===== config.mk =====
export PLATFORM = sky130hd
export DESIGN_NAME = pc_next_ctrl
export DESIGN_NICKNAME = d
export VERILOG_FILES = /design/src/rtl/pc_next_ctrl.sv
export SDC_FILE = /design/constraint.sdc
export NUM_CORES = 1
export LEC_CHECK = 0
export BUFFER_PORTS_ARGS = -buffer_cell sky130_fd_sc_hd__buf_2
export CORE_MARGIN = 2
export CORE_UTILIZATION = 42
export DETAILED_ROUTE_END_ITERATION = 8
export PLACE_DENSITY = 0.77
export SLEW_MARGIN = 5
export SYNTH_ARGS = -nofsm -noshare
export SYNTH_HDL_FRONTEND = slang
export SYNTH_SLANG_ARGS = --single-unit

===== constraint.sdc =====
create_clock -name clk -period 1.6 [get_ports clk]
set_input_delay 0 -clock clk [delete_from_list [all_inputs] [get_ports clk]]
set_output_delay 0 -clock clk [all_outputs]
set_load 0.01 [all_outputs]

===== src/rtl/pc_next_ctrl.sv =====
// Next-PC sequencer: drives the external PC register, issues fetches at
// pc_cur, advances on each fetch handshake, freezes on back-pressure and
// buffers branch redirects that arrive while no PC load is possible.
module pc_next_ctrl #(
  parameter int               WIDTH        = 32,
  parameter logic [WIDTH-1:0] RESET_VECTOR = '0,
  parameter int               INC          = 4
) (
  input  logic             clk,
  input  logic             reset,
  input  logic [WIDTH-1:0] pc_cur,
  output logic [WIDTH-1:0] pc_next,
  output logic             pc_load,
  output logic             imem_req,
  output logic [WIDTH-1:0] imem_addr,
  input  logic             imem_ack,
  input  logic             stall,
  input  logic             branch_valid,
  input  logic [WIDTH-1:0] branch_target,
  output logic             redirect_pending
);

  typedef enum logic [1:0] {BOOT, REQ, HOLD} state_e;

  state_e           state_q, state_d;
  logic             pend_q, pend_d;
  logic [WIDTH-1:0] pend_tgt_q, pend_tgt_d;

  logic [WIDTH-1:0] tgt_al;
  logic [WIDTH-1:0] seq_pc;
  logic [WIDTH-1:0] redir_sel;

  // Loaded targets are word aligned; the sequential step wraps modulo 2^WIDTH.
  assign tgt_al    = branch_target & ~WIDTH'(3);
  assign seq_pc    = pc_cur + WIDTH'(INC);
  assign redir_sel = branch_valid ? tgt_al :
                     pend_q       ? pend_tgt_q : seq_pc;

  assign imem_addr        = pc_cur;
  assign redirect_pending = pend_q;

  // State and buffered-redirect registers; async clear drops any pending redirect.
  always_ff @(posedge clk or negedge reset) begin
    if (!reset) begin
      state_q    <= BOOT;
      pend_q     <= 1'b0;
      pend_tgt_q <= '0;
    end else begin
      state_q    <= state_d;
      pend_q     <= pend_d;
      pend_tgt_q <= pend_tgt_d;
    end
  end

  // Next state, PC load control, fetch request and redirect buffering.
  always_comb begin
    state_d    = state_q;
    pc_load    = 1'b0;
    pc_next    = redir_sel;
    imem_req   = 1'b0;
    pend_d     = pend_q;
    pend_tgt_d = pend_tgt_q;

    unique case (state_q)
      BOOT: begin
        pc_load = 1'b1;
        pc_next = RESET_VECTOR;
        state_d = REQ;
      end
      REQ: begin
        imem_req = 1'b1;
        if (imem_ack) begin
          if (stall) state_d = HOLD;
          else       pc_load = 1'b1;
        end
      end
      HOLD: begin
        if (!stall) begin
          pc_load = 1'b1;
          state_d = REQ;
        end
      end
      default: state_d = BOOT;
    endcase

    // A load consumes any redirect; otherwise the newest branch is kept.
    // Branches seen while booting are dropped (the boot load clears pend).
    if (pc_load) begin
      pend_d = 1'b0;
    end else if (branch_valid) begin
      pend_d     = 1'b1;
      pend_tgt_d = tgt_al;
    end
  end

endmodule


==> impl_metrics.xml, run 1 <==
<?xml version="1.0" encoding="UTF-8"?>
<metrics>
  <group name="die">
    <metric name="die_area" unit="µm²">7120</metric>
    <metric name="fp.dieH" unit="µm">84.4</metric>
    <metric name="floorplan.initialDensity" unit="">0.430</metric>
    <metric name="top_level_ports" unit="">136</metric>
    <metric name="dieWidth" unit="µm">84.4</metric>
    <metric name="floorplan.core_area" unit="µm²">6310</metric>
    <metric name="row_count" unit="">29</metric>
  </group>
  <group name="worst_setup_path">
    <metric name="worstPathRequired" unit="ns">1.60</metric>
    <metric name="critPathMaxFanout" unit="">8</metric>
    <metric name="worstSetupEndpointType" unit="">primary output</metric>
    <metric name="reg2reg_depth" unit="">6</metric>
    <metric name="worstPathArrival" unit="ns">1.57</metric>
    <metric name="setup.worst_path.start_class" unit="">flop</metric>
    <metric name="crit_type" unit="">reg2out</metric>
  </group>
  <group name="cts">
    <metric name="cts_tree" unit="">yes</metric>
    <metric name="cts-htree-levels" unit="">2</metric>
    <metric name="ctsRootBufferMaster" unit="">sky130_fd_sc_hd__clkbuf_8</metric>
    <metric name="clk_pin_slew" unit="ns">0.07</metric>
    <metric name="cts-root-to-sink-buffers" unit="">2</metric>
    <metric name="cts_inserted_buffers" unit="">5</metric>
    <metric name="cts_sinks" unit="">33</metric>
    <metric name="worstSkewPairLatency" unit="ns">0.29</metric>
  </group>
  <group name="sta">
    <metric name="worst_clock_skew" unit="ns">0.00415</metric>
    <metric name="timing.max_slew.rel_slack" unit="">0.479</metric>
    <metric name="share_of_the_cycle_needed_by_the_critical_path_after_routing" unit="">0.980</metric>
    <metric name="period_needed" unit="ns">1.57</metric>
    <metric name="achievable-frequency" unit="GHz">0.638</metric>
    <metric name="setup_viol_count_final" unit="">0</metric>
    <metric name="rsz_0062_raised_after_global_routing" unit="">yes</metric>
    <metric name="hold_violations" unit="">0</metric>
    <metric name="worst_hold_slack" unit="ns">0.0617</metric>
    <metric name="count_of_final_max_slew_check_failures" unit="">0</metric>
    <metric name="worst_pin_slew" unit="ns">0.782</metric>
  </group>
  <group name="run">
    <metric name="cap_violations" unit="">0</metric>
  </group>
  <group name="logic_synthesis">
    <metric name="synth_sequential_area_ratio" unit="">0.304</metric>
    <metric name="synth-warning-count" unit="">0</metric>
    <metric name="ys_seq_elements" unit="">33</metric>
    <metric name="synth_cell_type_count" unit="">45</metric>
    <metric name="synth.avg_cell_area" unit="µm²">8.89</metric>
    <metric name="ys.flop_type" unit="">sky130_fd_sc_hd__dfrtp_1</metric>
    <metric name="synth_area" unit="µm²">2710</metric>
    <metric name="number_of_synthesized_flops_with_an_enable_pin" unit="">0</metric>
    <metric name="synth.largest_area_cell" unit="">sky130_fd_sc_hd__dfrtp_1</metric>
    <metric name="synthArstFlopShare" unit="">1.00</metric>
    <metric name="synth_top_cell_area_share" unit="">0.304</metric>
    <metric name="leading_cell_types_by_total_area_after_synthesis" unit="">sky130_fd_sc_hd__dfrtp_1 (30%), sky130_fd_sc_hd__mux2_2 (12%), sky130_fd_sc_hd__buf_4 (8.9%), sky130_fd_sc_hd__xor2_1 (5.8%), sky130_fd_sc_hd__a21oi_1 (3.5%)</metric>
    <metric name="cell_count_after_synthesis" unit="">305</metric>
    <metric name="syn_nets" unit="">375</metric>
  </group>
  <group name="drt">
    <metric name="detailed_route_via_count" unit="">2981</metric>
    <metric name="post-route-drc-count" unit="">0</metric>
    <metric name="avgViaCountPerCell" unit="">5.51</metric>
    <metric name="dr.pass1.iters" unit="">5</metric>
    <metric name="first_iter_violations" unit="">155</metric>
    <metric name="wire_per_inst" unit="µm">16.4</metric>
    <metric name="postRouteWirelength" unit="µm">8870</metric>
    <metric name="detail-route-antenna-nets" unit="">0</metric>
  </group>
  <group name="cells_and_area">
    <metric name="final_area" unit="µm²">3960</metric>
    <metric name="layout-drive-gt1-share" unit="">0.483</metric>
    <metric name="area.growth.synth_to_final" unit="%">46.1</metric>
    <metric name="final_nets" unit="">533</metric>
    <metric name="antennaDiodeCount" unit="">0</metric>
  </group>
  <group name="global_route">
    <metric name="grt_first_pass_wirelength" unit="µm">13600</metric>
    <metric name="globalRoute.totalOverflow" unit="">0</metric>
    <metric name="grt_pass1_vias" unit="">2920</metric>
    <metric name="antenna_found_initial" unit="">0</metric>
    <metric name="grt_max_degree" unit="">34</metric>
    <metric name="grt_usage" unit="">0.236</metric>
  </group>
  <group name="power_and_ir_drop">
    <metric name="total_power" unit="mW">3.58</metric>
    <metric name="total_leakage_power" unit="nW">1.85</metric>
    <metric name="max-vdd-ir-drop" unit="mV">0.546</metric>
    <metric name="pwr_density_cell" unit="nW/µm²">903</metric>
  </group>
  <group name="place">
    <metric name="place.port_buffers" unit="">133</metric>
    <metric name="dp_hpwl" unit="µm">6150</metric>
    <metric name="gpl.final_weighted_congestion" unit="">0.833</metric>
    <metric name="dpl_cell_area" unit="µm²">3380</metric>
  </group>
  <group name="min_path">
    <metric name="hold_path.class" unit="">in2reg</metric>
    <metric name="timing.hold.worst_path_depth" unit="">4</metric>
  </group>
  <group name="run_status">
    <metric name="run_status" unit="">finished, final reports clean</metric>
  </group>
</metrics>
-- cell usage in the layout (no fill, tap or decap), types with 3 or more instances in the layout --
master	instances
sky130_fd_sc_hd__a21oi_1	19
sky130_fd_sc_hd__a222oi_1	3
sky130_fd_sc_hd__a22oi_1	7
sky130_fd_sc_hd__and3_1	6
sky130_fd_sc_hd__buf_2	132
sky130_fd_sc_hd__buf_4	32
sky130_fd_sc_hd__buf_6	3
sky130_fd_sc_hd__clkbuf_8	6
sky130_fd_sc_hd__dfrtp_1	32
sky130_fd_sc_hd__dlygate4sd3_1	32
sky130_fd_sc_hd__inv_1	5
sky130_fd_sc_hd__mux2_2	29
sky130_fd_sc_hd__mux2i_1	4
sky130_fd_sc_hd__nand2_1	21
sky130_fd_sc_hd__nand2_2	3
sky130_fd_sc_hd__nand3_1	16
sky130_fd_sc_hd__nand4_1	7
sky130_fd_sc_hd__nor2_1	18
sky130_fd_sc_hd__nor3_1	5
sky130_fd_sc_hd__nor4_2	4
sky130_fd_sc_hd__o21ai_0	5
sky130_fd_sc_hd__o221ai_1	10
sky130_fd_sc_hd__o22ai_1	3
sky130_fd_sc_hd__xnor2_1	6
sky130_fd_sc_hd__xor2_1	18
-- final timing paths --
| path | slack (ns) | start | endpoint |
|---|---|---|---|
| max in group asynchronous | 0.73 | reset | redirect_pending$_DFFE_PN0P_ |
| max reg2reg | 0.09 | state_q[1]$_DFFE_PN0P_ | pend_tgt_q[2]$_DFFE_PN0P_ |
| max | 0.03 | state_q[0]$_DFFE_PN0P_ | pc_next[21] |
| min | 0.06 | imem_ack | state_q[0]$_DFFE_PN0P_ |
| min in group asynchronous | 0.32 | reset | pend_tgt_q[2]$_DFFE_PN0P_ |
| min reg2reg | 0.50 | pend_tgt_q[13]$_DFFE_PN0P_ | pend_tgt_q[13]$_DFFE_PN0P_ |
-- per-layer routing --
layer | global-route usage | up-vias | wire, µm
met5 | 0 | - | 0
met4 | 0.0750 | 0 | 187
met3 | 0.0413 | 17 | 617
met2 | 0.425 | 136 | 4600
met1 | 0.285 | 1430 | 3460
li1 | - | 1398 | -
-- worst max-delay path, cell delays in order (launching register included) --
cell and delay [ns]:
sky130_fd_sc_hd__dfrtp_1 0.40, sky130_fd_sc_hd__or2_1 0.27, sky130_fd_sc_hd__buf_6 0.15, sky130_fd_sc_hd__nand2_2 0.04, sky130_fd_sc_hd__nor3_1 0.04, sky130_fd_sc_hd__mux2i_1 0.14, sky130_fd_sc_hd__o21ai_1 0.08, sky130_fd_sc_hd__buf_2 0.15
-- state kept, by name, summed over array words and instances, names as in the netlist --
signal and count:
pend_tgt_q 30, state_q 2, redirect_pending 1
-- repair_timing --
action                                  in CTS  in global routing
endpoints found under the setup margin      33                 37
endpoints found under the hold margin       65                  0
gates resized for setup                      2                 18
pin swaps                                    1                 10
buffers inserted                             6                  3
hold buffers                                32                  0
-- logic make-up (layout without fill, tap and decap cells) --
logic type                 Yosys count  after routing  synth area share
AOI/OAI and AO/OA                   60             60             0.151
and+or+nand+nor                     99             99             0.202
DFF                                 33             33             0.304
adders and majority gates            1              1           0.00461
xor gates and xnor gates            24             24            0.0775
buffers and inverters               54            213             0.121
muxes                               34             34             0.139
-- per-stage QoR --
stage,setup WS [ns],util,TNS (ns),cells
after floorplan,0.0392,-,0,305
after global placement,0.0339,0.535,0,492
after detailed placement,-0.0343,0.535,-0.505,492
after CTS,0.00974,0.613,0,538
after global routing,-0.0453,0.628,-0.144,541
final,0.0326,0.628,0,541
-- report_power, final --
| group | switching [mW] | internal (mW) | total [mW] |
|---|---|---|---|
| logic | 0.769 | 0.778 | 1.55 |
| clock network | 0.326 | 0.508 | 0.834 |
| registers | 0.132 | 1.07 | 1.20 |
-- cells in the mapped netlist (4+ instances only) --
master and number:
sky130_fd_sc_hd__nor3_1 5, sky130_fd_sc_hd__nor2_1 20, sky130_fd_sc_hd__nand2_1 24, sky130_fd_sc_hd__nor4_1 4, sky130_fd_sc_hd__inv_1 5, sky130_fd_sc_hd__mux2_2 29
sky130_fd_sc_hd__buf_4 32, sky130_fd_sc_hd__xnor2_1 6, sky130_fd_sc_hd__clkbuf_1 12, sky130_fd_sc_hd__nand3_1 16, sky130_fd_sc_hd__a22oi_1 7, sky130_fd_sc_hd__and3_1 6
sky130_fd_sc_hd__o221ai_1 10, sky130_fd_sc_hd__dfrtp_1 33, sky130_fd_sc_hd__o21ai_0 5, sky130_fd_sc_hd__nand4_1 7, sky130_fd_sc_hd__mux2i_1 4, sky130_fd_sc_hd__xor2_1 18
sky130_fd_sc_hd__a21oi_1 19, sky130_fd_sc_hd__buf_2 5
-- area by class of cell --
type,instances,area (µm²)
repair buffers,200,1270
clock inverters,1,30.0
clock buffers,7,86.3
flip-flops and latches,33,827
multi-input cells,218,1630
inverters,5,18.8
fillers,520,2350
well taps,77,96.3
Note: power is estimated with default switching activity, not from simulation.
==> inputs of run 2 (changes only) <==
CORE_ASPECT_RATIO = 0.7   (was unset)
==> impl_metrics.xml, run 2 (synthesis results as in run 1) <==
<?xml version="1.0" encoding="UTF-8"?>
<metrics>
  <group name="power_and_ir_drop">
    <metric name="pwr_density_cell" unit="nW/µm²">876</metric>
    <metric name="total_switching_power" unit="mW">1.25</metric>
    <metric name="max-vdd-ir-drop" unit="mV">0.435</metric>
    <metric name="switching_share_of_total_power" unit="">0.353</metric>
    <metric name="total_leakage_power" unit="nW">1.88</metric>
    <metric name="p_comb_frac" unit="">0.461</metric>
    <metric name="seq_power_share" unit="">0.340</metric>
    <metric name="clockPowerShare" unit="">0.200</metric>
    <metric name="p_int" unit="mW">2.30</metric>
  </group>
  <group name="sta">
    <metric name="share_of_the_cycle_needed_by_the_critical_path_after_routing" unit="">1.02</metric>
    <metric name="rsz_0062_raised_after_global_routing" unit="">yes</metric>
    <metric name="achievable-frequency" unit="GHz">0.615</metric>
    <metric name="totalNegativeSetupSlack" unit="ns">-0.0256</metric>
    <metric name="count_of_final_max_slew_check_failures" unit="">0</metric>
    <metric name="hold_violations" unit="">0</metric>
    <metric name="finalWorstSetupSlack" unit="ns">-0.0256</metric>
    <metric name="period_needed" unit="ns">1.63</metric>
    <metric name="timing.max_slew.rel_slack" unit="">0.459</metric>
    <metric name="setup_viol_count_final" unit="">1</metric>
    <metric name="worst_pin_slew" unit="ns">0.812</metric>
    <metric name="worst_clock_skew" unit="ns">0.00944</metric>
  </group>
  <group name="global_route">
    <metric name="grt_first_pass_wirelength" unit="µm">13300</metric>
    <metric name="grtUsageMet3" unit="">0.0420</metric>
    <metric name="gr-max-usage-layer" unit="">met2</metric>
    <metric name="globalRoute.totalOverflow" unit="">0</metric>
    <metric name="grt_usage" unit="">0.235</metric>
    <metric name="use_met1" unit="">0.323</metric>
    <metric name="gr-usage-met2" unit="">0.390</metric>
    <metric name="grt_pass1_vias" unit="">2766</metric>
    <metric name="antenna_found_initial" unit="">0</metric>
    <metric name="grt_max_degree" unit="">34</metric>
  </group>
  <group name="place">
    <metric name="dp_hpwl" unit="µm">6260</metric>
    <metric name="place.port_buffers" unit="">133</metric>
    <metric name="gpl.final_weighted_congestion" unit="">0.865</metric>
    <metric name="dpl_worst_slack" unit="ns">-0.0448</metric>
    <metric name="place.detailed.instances" unit="">490</metric>
  </group>
  <group name="cells_and_area">
    <metric name="most-common-layout-cells" unit="">sky130_fd_sc_hd__buf_2 (131), sky130_fd_sc_hd__dlygate4sd3_1 (32), sky130_fd_sc_hd__dfrtp_1 (32)</metric>
    <metric name="final_util" unit="">0.649</metric>
    <metric name="final_common_cell" unit="">sky130_fd_sc_hd__buf_2</metric>
    <metric name="layout.cells.non_filler" unit="">541</metric>
    <metric name="layout-drive-gt1-share" unit="">0.501</metric>
    <metric name="multi_input_area" unit="µm²">1680</metric>
    <metric name="area.growth.synth_to_final" unit="%">49.5</metric>
    <metric name="seqCellArea" unit="µm²">827</metric>
    <metric name="max_flop_register" unit="">pend_tgt_q</metric>
    <metric name="largest_register_ffs" unit="">30</metric>
    <metric name="num-fill-cells" unit="">531</metric>
    <metric name="final_nets" unit="">532</metric>
    <metric name="antennaDiodeCount" unit="">0</metric>
  </group>
  <group name="die">
    <metric name="dieWidth" unit="µm">100</metric>
    <metric name="fp.dieH" unit="µm">71.2</metric>
    <metric name="top_level_ports" unit="">136</metric>
    <metric name="floorplan.initialDensity" unit="">0.434</metric>
    <metric name="row_count" unit="">24</metric>
    <metric name="die_area" unit="µm²">7130</metric>
    <metric name="floorplan.core_area" unit="µm²">6250</metric>
  </group>
  <group name="run_status">
    <metric name="run_status" unit="">complete, but fails checks</metric>
    <metric name="failed_checks" unit="">setup timing</metric>
  </group>
  <group name="drt">
    <metric name="first_iter_violations" unit="">161</metric>
    <metric name="wire_per_inst" unit="µm">16.4</metric>
    <metric name="detail-route-antenna-nets" unit="">0</metric>
    <metric name="postRouteWirelength" unit="µm">8890</metric>
    <metric name="dr.pass1.iters" unit="">6</metric>
    <metric name="detailed_route_via_count" unit="">2928</metric>
    <metric name="avgViaCountPerCell" unit="">5.41</metric>
    <metric name="post-route-drc-count" unit="">0</metric>
  </group>
  <group name="min_path">
    <metric name="timing.hold.worst_path_depth" unit="">4</metric>
    <metric name="hold_path.class" unit="">in2reg</metric>
    <metric name="hold_path_origin" unit="">imem_ack</metric>
  </group>
  <group name="worst_setup_path">
    <metric name="worstPathArrival" unit="ns">1.63</metric>
    <metric name="worstPathRequired" unit="ns">1.60</metric>
    <metric name="worst_setup_sp" unit="">state_q[1]$_DFFE_PN0P_</metric>
    <metric name="crit_type" unit="">reg2out</metric>
    <metric name="launching_point_of_the_worst_reg2reg_path" unit="">state_q[1]$_DFFE_PN0P_</metric>
    <metric name="critPathMaxFanout" unit="">6</metric>
    <metric name="worstSetupEndpointType" unit="">primary output</metric>
    <metric name="critical-path-max-stage-delay" unit="ns">0.42</metric>
    <metric name="critical-path-slowest-cell" unit="">sky130_fd_sc_hd__dfrtp_1</metric>
    <metric name="setup.worst_path.start_class" unit="">flop</metric>
    <metric name="timing.critical_path.cells" unit="">or2_4 -&gt; buf_12 -&gt; nand2_4 -&gt; nor3_2 -&gt; mux2i_1 -&gt; o21ai_1 -&gt; buf_2</metric>
    <metric name="reg2reg_depth" unit="">6</metric>
  </group>
  <group name="cts">
    <metric name="cts_sinks" unit="">33</metric>
    <metric name="cts_inserted_buffers" unit="">5</metric>
    <metric name="worstSkewPairLatency" unit="ns">0.29</metric>
    <metric name="cts_tree" unit="">yes</metric>
    <metric name="ctsRootBufferMaster" unit="">sky130_fd_sc_hd__clkbuf_8</metric>
    <metric name="clk_pin_slew" unit="ns">0.07</metric>
    <metric name="cts-htree-levels" unit="">2</metric>
    <metric name="cts-root-to-sink-buffers" unit="">2</metric>
  </group>
  <group name="run">
    <metric name="cap_violations" unit="">0</metric>
  </group>
</metrics>
-- run 2: cell types whose count changed in the layout (fill, tap and decap cells not counted), sizes merged --
cell | previous run | this run
bufinv | 1 | 0
clkinv | 0 | 1
clkbuf | 7 | 8
buf | 168 | 166
-- run 2: layout make-up --
cell class	instances	area share
clock buffer	7	0.0238
clock inverter	1	0.00123
multi-input combinational	218	0.415
timing repair buffer	199	0.327
sequential	33	0.204
tap	78	0.0241
inverter	5	0.00463
-- run 2: worst max-delay path: cells and delay by family (launching register included) --
kind                   cells  cell delay, ns
buffers and inverters      2            0.29
AND/OR/NAND/NOR            3            0.36
multiplexers               1            0.16
flip-flops                 1            0.42
AO/OA/AOI/OAI              1            0.11
-- run 2: per-stage QoR --
stage / power [mW] / area, µm² / hold slack (ns)
2_1_floorplan: 2.03 / 2720 / -0.296
3_3_place_gp: 2.51 / 3340 / 0.116
3_5_place_dp: 2.57 / 3340 / 0.136
4_1_cts: 3.38 / 3810 / 0.0263
5_1_grt: 3.76 / 4060 / 0.0686
6_report: 3.55 / 4060 / 0.0521
-- run 2: power by group through the flow --
stage / clock (mW) / sequential, mW / combinational (mW)
4_1_cts: 0.732 / 1.19 / 1.45
5_1_grt: 0.761 / 1.24 / 1.76
2_1_floorplan: 0 / 1.17 / 0.860
3_5_place_dp: 0 / 1.21 / 1.36
6_report: 0.709 / 1.21 / 1.64
3_3_place_gp: 0 / 1.19 / 1.32
-- run 2: final timing paths --
kind / slack [ns] / to
hold / removal: 0.05 / state_q[0]$_DFFE_PN0P_
setup reg to reg: 0.04 / pend_tgt_q[9]$_DFFE_PN0P_
max in group asynchronous: 0.68 / redirect_pending$_DFFE_PN0P_
hold reg to reg: 0.50 / pend_tgt_q[8]$_DFFE_PN0P_
setup / recovery: -0.03 / pc_next[21]
min in group asynchronous: 0.35 / pend_tgt_q[11]$_DFFE_PN0P_
-- run 2: timing repair --
item                       CTS  global route
gates resized for setup     10            39
setup endpoints to repair   43            40
pin swaps                    4            15
setup buffers                2             7
hold endpoints to repair    65             0
hold buffers                32             0
cloned                       0             2
-- run 2: metal layers --
layer	wire, µm	part of all wire
met5	0	0
met4	46	0.0052
met3	602	0.068
met2	4260	0.48
met1	3980	0.45
==> inputs of run 3 (changes only) <==
PLACE_DENSITY = 0.79   (was 0.77)
==> impl_metrics.xml, run 3 (synthesis results as in run 1) <==
<?xml version="1.0" encoding="UTF-8"?>
<metrics>
  <group name="sta">
    <metric name="count_of_final_max_slew_check_failures" unit="">0</metric>
    <metric name="worst_hold_slack" unit="ns">0.0645</metric>
    <metric name="timing.max_slew.rel_slack" unit="">0.473</metric>
    <metric name="hold_violations" unit="">0</metric>
    <metric name="finalWorstSetupSlack" unit="ns">0.0221</metric>
    <metric name="setup_viol_count_final" unit="">0</metric>
    <metric name="share_of_the_cycle_needed_by_the_critical_path_after_routing" unit="">0.986</metric>
    <metric name="achievable-frequency" unit="GHz">0.634</metric>
    <metric name="worst_clock_skew" unit="ns">0.00678</metric>
    <metric name="period_needed" unit="ns">1.58</metric>
    <metric name="worst_pin_slew" unit="ns">0.790</metric>
    <metric name="rsz_0062_raised_after_global_routing" unit="">yes</metric>
  </group>
  <group name="power_and_ir_drop">
    <metric name="total_leakage_power" unit="nW">1.94</metric>
    <metric name="max-vdd-ir-drop" unit="mV">0.540</metric>
    <metric name="pwr_density_cell" unit="nW/µm²">848</metric>
    <metric name="total_power" unit="mW">3.47</metric>
  </group>
  <group name="die">
    <metric name="floorplan.initialDensity" unit="">0.434</metric>
    <metric name="floorplan.core_area" unit="µm²">6250</metric>
    <metric name="row_count" unit="">24</metric>
    <metric name="dieWidth" unit="µm">100</metric>
    <metric name="die_area" unit="µm²">7130</metric>
    <metric name="top_level_ports" unit="">136</metric>
    <metric name="fp.dieH" unit="µm">71.2</metric>
  </group>
  <group name="cells_and_area">
    <metric name="area.growth.synth_to_final" unit="%">50.9</metric>
    <metric name="layout-drive-gt1-share" unit="">0.500</metric>
    <metric name="seqCellArea" unit="µm²">827</metric>
    <metric name="num-fill-cells" unit="">544</metric>
    <metric name="largest_register_ffs" unit="">30</metric>
    <metric name="antennaDiodeCount" unit="">0</metric>
    <metric name="final_nets" unit="">542</metric>
    <metric name="multi_input_area" unit="µm²">1680</metric>
    <metric name="final_common_cell" unit="">sky130_fd_sc_hd__buf_2</metric>
    <metric name="layout.cells.non_filler" unit="">550</metric>
    <metric name="final_util" unit="">0.655</metric>
    <metric name="max_flop_register" unit="">pend_tgt_q</metric>
    <metric name="most-common-layout-cells" unit="">sky130_fd_sc_hd__buf_2 (131), sky130_fd_sc_hd__buf_4 (38), sky130_fd_sc_hd__dlygate4sd3_1 (32), sky130_fd_sc_hd__dfrtp_1 (32), sky130_fd_sc_hd__mux2_2 (29)</metric>
  </group>
  <group name="run_status">
    <metric name="run_status" unit="">finished, final reports clean</metric>
  </group>
  <group name="place">
    <metric name="place.port_buffers" unit="">133</metric>
    <metric name="dp_hpwl" unit="µm">6280</metric>
    <metric name="gpl.final_weighted_congestion" unit="">0.810</metric>
    <metric name="place.detailed.instances" unit="">498</metric>
    <metric name="dpl_worst_slack" unit="ns">-0.0337</metric>
  </group>
  <group name="global_route">
    <metric name="grt_pass1_vias" unit="">2829</metric>
    <metric name="grt_max_degree" unit="">34</metric>
    <metric name="antenna_found_initial" unit="">0</metric>
    <metric name="grt_usage" unit="">0.241</metric>
    <metric name="grt_first_pass_wirelength" unit="µm">13500</metric>
    <metric name="globalRoute.totalOverflow" unit="">0</metric>
  </group>
  <group name="cts">
    <metric name="clk_pin_slew" unit="ns">0.06</metric>
    <metric name="cts-root-to-sink-buffers" unit="">2</metric>
    <metric name="ctsRootBufferMaster" unit="">sky130_fd_sc_hd__clkbuf_8</metric>
    <metric name="cts_tree" unit="">yes</metric>
    <metric name="cts_inserted_buffers" unit="">5</metric>
    <metric name="cts_sinks" unit="">33</metric>
    <metric name="worstSkewPairLatency" unit="ns">0.28</metric>
    <metric name="cts-htree-levels" unit="">2</metric>
  </group>
  <group name="drt">
    <metric name="avgViaCountPerCell" unit="">5.42</metric>
    <metric name="first_iter_violations" unit="">158</metric>
    <metric name="detailed_route_via_count" unit="">2979</metric>
    <metric name="dr.pass1.iters" unit="">5</metric>
    <metric name="detail-route-antenna-nets" unit="">0</metric>
    <metric name="wire_per_inst" unit="µm">16.1</metric>
    <metric name="postRouteWirelength" unit="µm">8860</metric>
    <metric name="post-route-drc-count" unit="">0</metric>
  </group>
  <group name="min_path">
    <metric name="hold_path_origin" unit="">imem_ack</metric>
    <metric name="hold_path.class" unit="">in2reg</metric>
  </group>
  <group name="worst_setup_path">
    <metric name="regToRegEndpoint" unit="">pend_tgt_q[9]$_DFFE_PN0P_</metric>
    <metric name="worst_setup_path_endpoint" unit="">pc_next[27]</metric>
    <metric name="crit_type" unit="">in2out</metric>
    <metric name="ff2ff_setup_slack" unit="ns">0.06</metric>
    <metric name="worstSetupEndpointType" unit="">primary output</metric>
    <metric name="worstPathArrival" unit="ns">1.58</metric>
    <metric name="worstPathRequired" unit="ns">1.60</metric>
    <metric name="setup.worst_path.start_class" unit="">primary input</metric>
    <metric name="launching_point_of_the_worst_reg2reg_path" unit="">state_q[0]$_DFFE_PN0P_</metric>
    <metric name="critPathMaxFanout" unit="">9</metric>
    <metric name="worst_setup_sp" unit="">pc_cur[8]</metric>
    <metric name="reg2reg_depth" unit="">6</metric>
  </group>
  <group name="run">
    <metric name="cap_violations" unit="">0</metric>
  </group>
</metrics>
-- run 3: metal layers --
metal	vias to the layer above	wire, µm	track usage
met5	-	0	0
met4	0	78	0.0533
met3	12	680	0.0449
met2	144	4170	0.396
met1	1411	3930	0.336
li1	1412	-	-
-- run 3: layout make-up --
cell class                 instances  area share
timing repair buffer             209       0.337
tap                               78      0.0238
inverter                           5     0.00458
multi-input combinational        218       0.411
sequential                        33       0.202
clock buffer                       7      0.0211
-- run 3: worst max-delay path, cell delays in order --
cell	delay, ns
sky130_fd_sc_hd__buf_2	0.16
sky130_fd_sc_hd__nand4_4	0.23
sky130_fd_sc_hd__nor4_4	0.29
sky130_fd_sc_hd__buf_4	0.21
sky130_fd_sc_hd__nand4_1	0.13
sky130_fd_sc_hd__xor2_1	0.18
sky130_fd_sc_hd__a21oi_1	0.20
sky130_fd_sc_hd__buf_2	0.17
-- run 3: worst min path at each step --
stage	to	slack (ns)	cells after the start
finish	state_q[0]$_DFFE_PN0P_	0.06	4
global route	state_q[0]$_DFFE_PN0P_	0.09	4
CTS	state_q[0]$_DFFE_PN0P_	0.05	4
detailed placement	pend_tgt_q[14]$_DFFE_PN0P_	0.13	1
global placement	pend_tgt_q[14]$_DFFE_PN0P_	0.11	1
floorplan	pend_tgt_q[10]$_DFFE_PN0P_	-0.30	0
-- run 3: where the power goes --
group          leakage, nW  total, mW  internal (mW)  switching, mW
clock network       0.0443      0.647          0.342          0.305
logic                 1.51       1.63          0.837          0.793
registers            0.386       1.20           1.07          0.128
total                 1.94       3.47           2.25           1.23
-- run 3: metrics by stage --
stage	TNS, ns	area, µm²
after floorplan	0	2720
after global placement	-0.0536	3420
after detailed placement	-0.0398	3420
after CTS	0	3880
after global routing	-0.366	4090
final	0	4090
-- run 3: timing repair --
item                                   CTS  global route
pin swaps                                1            14
setup endpoints to repair                3            56
endpoints found under the hold margin   65             0
buffers inserted                         6             6
gates resized for setup                  3            32
hold buffers                            32             0
cloned                                   0             1
